==> src/rtl/conv_viterbi_decoder_if.sv <==
// Streaming bus for conv_viterbi_decoder.
//   i_sym / i_sym_valid / o_sym_ready   : received hard-symbol stream into the decoder
//   o_bit / o_bit_valid / o_bit_last / i_bit_ready : decoded info-bit stream out of the decoder
// master: the side that feeds symbols and sinks bits; slave: the decoder.
interface conv_viterbi_decoder_if #(
  parameter int CODE_RATE = 2
) ();
  logic [CODE_RATE-1:0] i_sym;
  logic                 i_sym_valid;
  logic                 o_sym_ready;
  logic                 o_bit;
  logic                 o_bit_valid;
  logic                 o_bit_last;
  logic                 i_bit_ready;

  modport master (
    output i_sym, i_sym_valid, i_bit_ready,
    input  o_sym_ready, o_bit, o_bit_valid, o_bit_last
  );

  modport slave (
    input  i_sym, i_sym_valid, i_bit_ready,
    output o_sym_ready, o_bit, o_bit_valid, o_bit_last
  );
endinterface

==> src/rtl/conv_viterbi_decoder.sv <==
// Hard-decision, frame-based, zero-tail Viterbi decoder (receive side of the
// convolutional encoder; same polynomial format, bit order and state convention).
// Ports:
//   clk, rst        : clock, synchronous active-low reset
//   i_gen_poly      : [CODE_RATE][K] taps, [i][k] taps history bit k (k=0 current input)
//   i_start         : begin-frame pulse, honoured only in IDLE
//   i_frame_len     : total symbols L including K-1 tail symbols, sampled with i_start
//   io (slave)      : symbol stream in (i_sym/i_sym_valid/o_sym_ready),
//                     decoded bit stream out (o_bit/o_bit_valid/o_bit_last/i_bit_ready)
//   o_busy          : any state other than IDLE
//   o_err           : one-cycle pulse on an illegal frame length
module conv_viterbi_decoder #(
  parameter int K         = 3,
  parameter int CODE_RATE = 2,
  parameter int MAX_FRAME = 64,
  parameter int PM_W      = 8
) (
  input  logic                                clk,
  input  logic                                rst,
  input  logic [CODE_RATE-1:0][K-1:0]         i_gen_poly,
  input  logic                                i_start,
  input  logic [$clog2(MAX_FRAME+1)-1:0]      i_frame_len,
  conv_viterbi_decoder_if.slave               io,
  output logic                                o_busy,
  output logic                                o_err
);

  localparam int unsigned S  = 2 ** (K - 1);
  localparam int          LW = $clog2(MAX_FRAME + 1);
  localparam int          TW = $clog2(MAX_FRAME);

  localparam logic [1:0] ST_IDLE  = 2'd0;
  localparam logic [1:0] ST_ACS   = 2'd1;
  localparam logic [1:0] ST_TRACE = 2'd2;
  localparam logic [1:0] ST_OUT   = 2'd3;

  logic [1:0]                  r_state;
  logic [CODE_RATE-1:0][K-1:0] r_poly;
  logic [TW-1:0]               r_last_t;    // L-1: final trellis step
  logic [TW-1:0]               r_last_out;  // L-K: index of the last info bit
  logic [TW-1:0]               r_t;
  logic [TW-1:0]               r_idx;
  logic [PM_W-1:0]             r_pm [S];
  logic [S-1:0]                r_dec [MAX_FRAME];
  logic [MAX_FRAME-1:0]        r_bitbuf;
  logic [K-2:0]                r_tb_s;
  logic                        r_tb_go;
  logic                        r_bit;
  logic                        r_bit_valid;
  logic                        r_bit_last;
  logic                        r_err;

  logic [PM_W-1:0]             w_pm_nxt [S];
  logic [S-1:0]                w_dec;
  logic                        w_sym_fire;
  logic                        w_len_ok;

  assign w_sym_fire = (r_state == ST_ACS) && io.i_sym_valid;
  assign w_len_ok   = (i_frame_len >= LW'(K)) && (i_frame_len <= LW'(MAX_FRAME));

  assign io.o_sym_ready = (r_state == ST_ACS);
  assign io.o_bit       = r_bit;
  assign io.o_bit_valid = r_bit_valid;
  assign io.o_bit_last  = r_bit_last;
  assign o_busy         = (r_state != ST_IDLE);
  assign o_err          = r_err;

  // Expected code symbol for a K-bit history {predecessor, input}.
  function automatic logic [CODE_RATE-1:0] f_expect(
    input logic [K-1:0]                hist,
    input logic [CODE_RATE-1:0][K-1:0] g
  );
    logic [CODE_RATE-1:0] e;
    e = '0;
    for (int unsigned i = 0; i < CODE_RATE; i++) e[i] = ^(hist & g[i]);
    return e;
  endfunction

  // Path metric plus Hamming weight of the symbol difference, saturating.
  function automatic logic [PM_W-1:0] f_sat_add(
    input logic [PM_W-1:0]      pm,
    input logic [CODE_RATE-1:0] diff
  );
    logic [PM_W:0] sum;
    sum = {1'b0, pm};
    for (int unsigned i = 0; i < CODE_RATE; i++) sum = sum + (PM_W+1)'(diff[i]);
    return sum[PM_W] ? '1 : sum[PM_W-1:0];
  endfunction

  // Add-compare-select across all states; ties keep the b=0 predecessor.
  always_comb begin
    logic [K-2:0]    st;
    logic [K-2:0]    p0;
    logic [K-2:0]    p1;
    logic [PM_W-1:0] c0;
    logic [PM_W-1:0] c1;
    st    = '0;
    p0    = '0;
    p1    = '0;
    c0    = '0;
    c1    = '0;
    w_dec = '0;
    for (int unsigned s = 0; s < S; s++) w_pm_nxt[s] = '0;
    for (int unsigned s = 0; s < S; s++) begin
      st = (K-1)'(s);
      p0 = {1'b0, st[K-2:1]};
      p1 = {1'b1, st[K-2:1]};
      c0 = f_sat_add(r_pm[p0], io.i_sym ^ f_expect({p0, st[0]}, r_poly));
      c1 = f_sat_add(r_pm[p1], io.i_sym ^ f_expect({p1, st[0]}, r_poly));
      if (c1 < c0) begin
        w_pm_nxt[s] = c1;
        w_dec[s]    = 1'b1;
      end else begin
        w_pm_nxt[s] = c0;
      end
    end
  end

  // Survivor decisions and traced-back bits; contents are meaningless outside a frame.
  always_ff @(posedge clk) begin
    if (w_sym_fire) r_dec[r_t] <= w_dec;
    if ((r_state == ST_TRACE) && r_tb_go) r_bitbuf[r_t] <= r_tb_s[0];
  end

  always_ff @(posedge clk) begin
    if (!rst) begin
      r_state     <= ST_IDLE;
      r_poly      <= '0;
      r_last_t    <= '0;
      r_last_out  <= '0;
      r_t         <= '0;
      r_idx       <= '0;
      r_tb_s      <= '0;
      r_tb_go     <= 1'b0;
      r_bit       <= 1'b0;
      r_bit_valid <= 1'b0;
      r_bit_last  <= 1'b0;
      r_err       <= 1'b0;
      for (int unsigned s = 0; s < S; s++) r_pm[s] <= '0;
    end else begin
      r_err <= 1'b0;
      case (r_state)
        ST_IDLE: begin
          if (i_start) begin
            if (w_len_ok) begin
              r_poly     <= i_gen_poly;
              r_last_t   <= TW'(i_frame_len - LW'(1));
              r_last_out <= TW'(i_frame_len - LW'(K));
              r_t        <= '0;
              for (int unsigned s = 0; s < S; s++)
                r_pm[s] <= (s == 0) ? '0 : PM_W'(2 ** (PM_W - 2));
              r_state    <= ST_ACS;
            end else begin
              r_err <= 1'b1;
            end
          end
        end
        ST_ACS: begin
          if (w_sym_fire) begin
            for (int unsigned s = 0; s < S; s++) r_pm[s] <= w_pm_nxt[s];
            if (r_t == r_last_t) begin
              r_tb_go <= 1'b0;
              r_state <= ST_TRACE;
            end else begin
              r_t <= r_t + TW'(1);
            end
          end
        end
        ST_TRACE: begin
          // First TRACE cycle only seeds the traceback (state 0, time L-1);
          // the following L cycles each emit one bit into the buffer.
          if (!r_tb_go) begin
            r_tb_go <= 1'b1;
            r_t     <= r_last_t;
            r_tb_s  <= '0;
          end else begin
            r_tb_s <= {r_dec[r_t][r_tb_s], r_tb_s[K-2:1]};
            if (r_t == '0) begin
              r_idx       <= '0;
              r_bit_valid <= 1'b0;
              r_state     <= ST_OUT;
            end else begin
              r_t <= r_t - TW'(1);
            end
          end
        end
        ST_OUT: begin
          if (!r_bit_valid) begin
            r_bit       <= r_bitbuf[r_idx];
            r_bit_valid <= 1'b1;
            r_bit_last  <= (r_idx == r_last_out);
          end else if (io.i_bit_ready) begin
            if (r_bit_last) begin
              r_bit_valid <= 1'b0;
              r_bit_last  <= 1'b0;
              r_state     <= ST_IDLE;
            end else begin
              r_idx      <= r_idx + TW'(1);
              r_bit      <= r_bitbuf[r_idx + TW'(1)];
              r_bit_last <= ((r_idx + TW'(1)) == r_last_out);
            end
          end
        end
        default: r_state <= ST_IDLE;
      endcase
    end
  end

endmodule

==> src/flat_wrapper.sv <==
// flat-port wrapper written by rule: the top's interface ports become plain ports
module conv_viterbi_decoder_flat 
#(
  parameter int K         = 3,
  parameter int CODE_RATE = 2,
  parameter int MAX_FRAME = 64,
  parameter int PM_W      = 8
)
  (clk, rst, i_gen_poly, i_start, i_frame_len, o_busy, o_err, io_i_sym, io_i_sym_valid, io_i_bit_ready, io_o_sym_ready, io_o_bit, io_o_bit_valid, io_o_bit_last);
  conv_viterbi_decoder_if #(.CODE_RATE(CODE_RATE)) io_i ();
  input  logic clk;
  input  logic rst;
  input  logic [CODE_RATE-1:0][K-1:0] i_gen_poly;
  input  logic i_start;
  input  logic [$clog2(MAX_FRAME+1)-1:0] i_frame_len;
  output logic o_busy;
  output logic o_err;
  input wire logic [$bits(io_i.i_sym)-1:0] io_i_sym;
  input wire logic [$bits(io_i.i_sym_valid)-1:0] io_i_sym_valid;
  input wire logic [$bits(io_i.i_bit_ready)-1:0] io_i_bit_ready;
  output wire logic [$bits(io_i.o_sym_ready)-1:0] io_o_sym_ready;
  output wire logic [$bits(io_i.o_bit)-1:0] io_o_bit;
  output wire logic [$bits(io_i.o_bit_valid)-1:0] io_o_bit_valid;
  output wire logic [$bits(io_i.o_bit_last)-1:0] io_o_bit_last;
  assign io_i.i_sym = io_i_sym;
  assign io_i.i_sym_valid = io_i_sym_valid;
  assign io_i.i_bit_ready = io_i_bit_ready;
  assign io_o_sym_ready = io_i.o_sym_ready;
  assign io_o_bit = io_i.o_bit;
  assign io_o_bit_valid = io_i.o_bit_valid;
  assign io_o_bit_last = io_i.o_bit_last;
  conv_viterbi_decoder #(.K(K), .CODE_RATE(CODE_RATE), .MAX_FRAME(MAX_FRAME), .PM_W(PM_W)) u_core (.clk(clk), .rst(rst), .i_gen_poly(i_gen_poly), .i_start(i_start), .i_frame_len(i_frame_len), .io(io_i), .o_busy(o_busy), .o_err(o_err));
endmodule
==> config.mk <==
export PLATFORM = sky130hd
export DESIGN_NAME = conv_viterbi_decoder_flat
export DESIGN_NICKNAME = d
export VERILOG_FILES = /design/src/rtl/conv_viterbi_decoder_if.sv /design/src/rtl/conv_viterbi_decoder.sv /design/src/flat_wrapper.sv
export SDC_FILE = /design/constraint.sdc
export NUM_CORES = 1
export LEC_CHECK = 0
export ABC_AREA = 0
export CAP_MARGIN = 15
export CORE_UTILIZATION = 35
export DETAILED_ROUTE_END_ITERATION = 6
export DONT_BUFFER_PORTS = 1
export SKIP_LAST_GASP = 1
export SYNTH_ARGS = -nofsm -noshare
export SYNTH_HDL_FRONTEND = slang
export SYNTH_SLANG_ARGS = --single-unit
export TNS_END_PERCENT = 20
==> constraint.sdc <==
create_clock -name clk -period 5.4 [get_ports clk]
set_input_delay 0.54 -clock clk [delete_from_list [all_inputs] [get_ports clk]]
set_output_delay 0.54 -clock clk [all_outputs]
set_load 0.01 [all_outputs]
==> results.yml <==
power_and_ir_drop:
  comb_pwr_share_pct: 18.6
  internal_power_uw: 6020
  power.static_leakage_uw: 0.00698
  p_sw_uw: 2410
  ir_drop_mv: 0.223
  clockPowerShare_pct: 34.8
  cellPowerDensity_nw_per_um2: 387
  seq_power_share_pct: 46.6
  total_power_uw: 8430
  sw_ratio_pct: 28.6
cts:
  cts_hold_repair.buffers: 0
  clkTransAtPathRegs_ps: 70
  cts_tree: "done"
  postCtsResizedCells: 0
  cts.repair_timing.setup_buffer_count: 0
  clock_sinks: 396
  clk_path_buf_depth: 3
  clock_tree.root_cell: "sky130_fd_sc_hd__clkbuf_16"
  tritoncts.num_buffers: 43
  ctsHtreeMaxLevel: 2
  clkLatencyLatePin_ps: 570
drt:
  number_of_drc_violations_after_detailed_routing_iteration_0: 1209
  vias: 12500
  routedWlPerCell_um: 20.7
  postRouteWirelength_mm: 47.1
  vias_per_cell: 5.46
  detailedRoute.firstPassIterationCount: 5
  drt.antenna.violating_nets: 0
  drt_drc_violations_left: 0
floorplanning:
  fp-row-count: 86
  overall_die_height_um: 240
  core-area_um2: 55400
  floorplan.io_pins: 26
  floorplan.die_area_um2: 57400
  start_util_pct: 35.7
  fp.dieW_um: 240
min_path:
  hold_path_class: "input pin to register"
  hold_path_depth: 2
layout:
  layout.nets: 1575
  antennaDiodeCount: 0
  postLayoutCellArea_um2: 21800
  area_growth_pct: 10.4
  final_cells: 2281
  layout-drive-gt1-share_pct: 10.5
placed_design:
  placedCellCount: 2202
  pre_cts_ws_ps: 668
  io_buffer_count: 0
  detailed_place.area_um2: 20400
  post-dp-hpwl_mm: 31.8
  finalWeightedCongestion: 0.861
worst_setup_path:
  start_kind: "register"
  critical_path_class: "register to register"
  critPathRequiredTime_ps: 5780
  worst_path_largest_cell_delay_ps: 500
  crit_path_top_delay_cell: "sky130_fd_sc_hd__fa_1"
  timing.reg2reg.worst_path_depth: 17
  cp_common_cell: "sky130_fd_sc_hd__a21o_1"
  worst-endpoint-arrival_ps: 4960
  worst_setup_path_end_kind: "register"
  timing.critical_path.fanout_max: 60
  path_cells: "xor2_1, xnor2_1, xor2_1, fa_1, inv_1, ha_1, and4_1, nand2b_1, nand3_1, ha_1, a21o_1, a21o_1, a21o_1, or4_1, and2_1, inv_2, buf_12"
sta:
  setup_total_negative_slack_ps: 0
  setup_slack_ps: 814
  period_minus_slack_ps: 4590
  max_slew.worst_pin.slew_ps: 979
  timing_hold_violations_final: 0
  rsz0062_at_grt: "no"
  timing.fmax_mhz: 218
  report.final.setup_viol: 0
  slew_violations: 0
  post-route-period-util_pct: 84.9
  worst_clock_skew_ps: 21.1
  timing.max_slew.rel_slack_pct: 34.3
global_routing:
  number_of_antenna_violations_at_the_first_check_in_global_routing: 0
  grt_first_pass_wirelength_mm: 72.9
  grt_pass1_vias: 12200
  overflow_left_after_global_routing: 0
  pin_count_of_the_biggest_net_entering_global_routing: 71
  gr-usage-all-layers_pct: 16.7
yosys:
  synthesized_area_fraction_occupied_by_adder_cells_pct: 3.79
  postSynth.asyncResetShare_pct: 0
  primary_ff_master_synth: "sky130_fd_sc_hd__edfxtp_1"
  synthesis.area_um2: 19800
  count_of_different_cell_masters_after_synthesis: 69
  synth_edf_count: 344
  synth.avg_cell_area_um2: 12.9
  syn-num-nets: 1611
  synth_top_family_by_area: "multiplexers"
  synth-seq-cells: 396
  synthMuxAreaShare_pct: 12.8
  total_number_of_yosys_warnings: 0
  synth-compound-area-share_pct: 7.94
  synthCells: 1536
  synthXorXnorAreaFrac_pct: 2.79
  yosysSeqAreaShare_pct: 57.6
  simple_logic_cell_fraction_of_the_synthesized_area_pct: 12.0
outcome:
  run_status: "finished, final reports clean"
flow_run:
  maxCapViolCount: 0
==> placed cells by master (no fill, tap or decap), types with 12 or more instances in the layout <==
cell type                     n
sky130_fd_sc_hd__edfxtp_1   344
sky130_fd_sc_hd__nor2_1     200
sky130_fd_sc_hd__nand2_1     98
sky130_fd_sc_hd__mux4_2      62
sky130_fd_sc_hd__mux2i_1     58
sky130_fd_sc_hd__nand3_1     55
sky130_fd_sc_hd__a21oi_1     52
sky130_fd_sc_hd__dfxtp_1     48
sky130_fd_sc_hd__ha_1        47
sky130_fd_sc_hd__clkbuf_16   44
sky130_fd_sc_hd__inv_1       43
sky130_fd_sc_hd__xnor2_1     41
sky130_fd_sc_hd__o21ai_0     40
sky130_fd_sc_hd__nand2b_1    27
sky130_fd_sc_hd__a22oi_1     24
sky130_fd_sc_hd__nand4_1     23
sky130_fd_sc_hd__xor2_1      20
sky130_fd_sc_hd__nor2b_1     19
sky130_fd_sc_hd__mux4_1      19
sky130_fd_sc_hd__nor3_1      18
sky130_fd_sc_hd__a211oi_1    15
sky130_fd_sc_hd__and3_1      14
sky130_fd_sc_hd__a31oi_1     14
sky130_fd_sc_hd__a21boi_0    12
==> kinds of logic after synthesis <==
logic type      count (synthesis)
compound gates                233
xor+xnor                       62
fa+ha+maj                      55
buf+inv                       139
flops                         396
mux                           143
simple gates                  508
==> per-stage QoR <==
| stage | hold WS (ps) | utilization, % |
|---|---|---|
| after global placement | 468 | 36.8 |
| final | 118 | 39.4 |
| after CTS | 88.0 | 39.3 |
| after floorplan | 455 | - |
| after global routing | 110 | 39.4 |
| after detailed placement | 482 | 36.8 |
==> worst max-delay path, delay by kind of cell (launching register included) <==
kind            cells  cell delay [ps]
compound gates      3              510
flops               1              340
xor+xnor            3              650
buf+inv             3              560
simple gates        5             1350
fa+ha+maj           3              950
==> state kept, by name, indices dropped and copies added (netlist names), named ones only <==
register / count
u_core.r_tb_s: 2
u_core.r_idx: 6
u_core.r_poly: 6
u_core.r_bitbuf: 64
u_core.io.o_bit_valid: 1
u_core.r_dec: 256
u_core.r_pm: 32
u_core.r_tb_go: 1
u_core.r_state: 2
u_core.io.o_bit_last: 1
u_core.io.o_bit: 1
u_core.r_last_t: 5
u_core.r_t: 6
u_core.r_last_out: 6
u_core.o_err: 1
==> layer usage <==
| layer | wire length [µm] | global-route usage [%] | vias up |
|---|---|---|---|
| met3 | 2600 | 2.64 | 77 |
| met5 | 0 | 0 | - |
| li1 | - | - | 5775 |
| met1 | 20500 | 22.1 | 6244 |
| met2 | 22900 | 27.8 | 355 |
| met4 | 1180 | 5.65 | 0 |
==> power by group through the flow <==
stage | Combinational [µW] | Clock [µW] | Sequential [µW]
detailed placement | 1570 | 0 | 3990
global route | 1750 | 3100 | 3940
floorplan | 1110 | 0 | 3930
CTS | 1570 | 2990 | 3930
global placement | 1520 | 0 | 3990
finish | 1570 | 2930 | 3930
==> path summary, 6_finish.rpt <==
check	endpoint	from	slack (ps)
max	u_core.r_dec[27][3]	u_core.r_poly[5]	810
min	u_core.r_poly[3]	i_gen_poly[3]	120
max reg2reg	u_core.r_dec[27][3]	u_core.r_poly[5]	810
min reg2reg	u_core.r_poly[5]	u_core.r_poly[5]	490
==> cell usage after synthesis, types with 6 or more instances <==
| cell type | number | share of area [%] |
|---|---|---|
| sky130_fd_sc_hd__nand2_1 | 99 | 1.9 |
| sky130_fd_sc_hd__a21boi_0 | 12 | 0.46 |
| sky130_fd_sc_hd__nor2_1 | 201 | 3.8 |
| sky130_fd_sc_hd__or3_1 | 11 | 0.35 |
| sky130_fd_sc_hd__o221ai_1 | 8 | 0.35 |
| sky130_fd_sc_hd__o211a_1 | 8 | 0.41 |
| sky130_fd_sc_hd__nor2b_1 | 19 | 0.60 |
| sky130_fd_sc_hd__fa_1 | 8 | 0.81 |
| sky130_fd_sc_hd__and2_1 | 11 | 0.35 |
| sky130_fd_sc_hd__nand3_1 | 55 | 1.4 |
| sky130_fd_sc_hd__buf_2 | 25 | 0.63 |
| sky130_fd_sc_hd__mux4_1 | 19 | 2.5 |
| sky130_fd_sc_hd__mux4_2 | 62 | 7.1 |
| sky130_fd_sc_hd__inv_1 | 44 | 0.84 |
| sky130_fd_sc_hd__mux2i_1 | 58 | 2.9 |
| sky130_fd_sc_hd__nand2b_1 | 27 | 0.85 |
| sky130_fd_sc_hd__xor2_1 | 20 | 0.89 |
| sky130_fd_sc_hd__a22oi_1 | 24 | 0.91 |
| sky130_fd_sc_hd__a21oi_1 | 52 | 1.3 |
| sky130_fd_sc_hd__dfxtp_1 | 52 | 5.3 |
| sky130_fd_sc_hd__o21ai_0 | 40 | 1.0 |
| sky130_fd_sc_hd__xnor2_1 | 41 | 1.8 |
| sky130_fd_sc_hd__nand4_1 | 23 | 0.73 |
| sky130_fd_sc_hd__clkbuf_1 | 57 | 1.1 |
| sky130_fd_sc_hd__o31ai_1 | 7 | 0.27 |
| sky130_fd_sc_hd__a211oi_1 | 15 | 0.57 |
| sky130_fd_sc_hd__or2_2 | 6 | 0.19 |
| sky130_fd_sc_hd__edfxtp_1 | 344 | 52 |
| sky130_fd_sc_hd__and3_1 | 14 | 0.44 |
| sky130_fd_sc_hd__nor3_1 | 18 | 0.46 |
| sky130_fd_sc_hd__a31oi_1 | 14 | 0.44 |
| sky130_fd_sc_hd__ha_1 | 47 | 3.0 |
| sky130_fd_sc_hd__nor4_1 | 6 | 0.19 |
| sky130_fd_sc_hd__a21o_1 | 11 | 0.42 |
==> cell type report <==
class                           instances  area (µm²)
Clock buffer                           56        1200
Clock inverter                         22         211
Fill cell                            5132       33600
Inverter                               45         169
Multi-Input combinational cell       1001        7780
Sequential cell                       396       11400
Tap cell                              748         936
Timing Repair Buffer                   13         135
(Power assumes the default switching activity.)
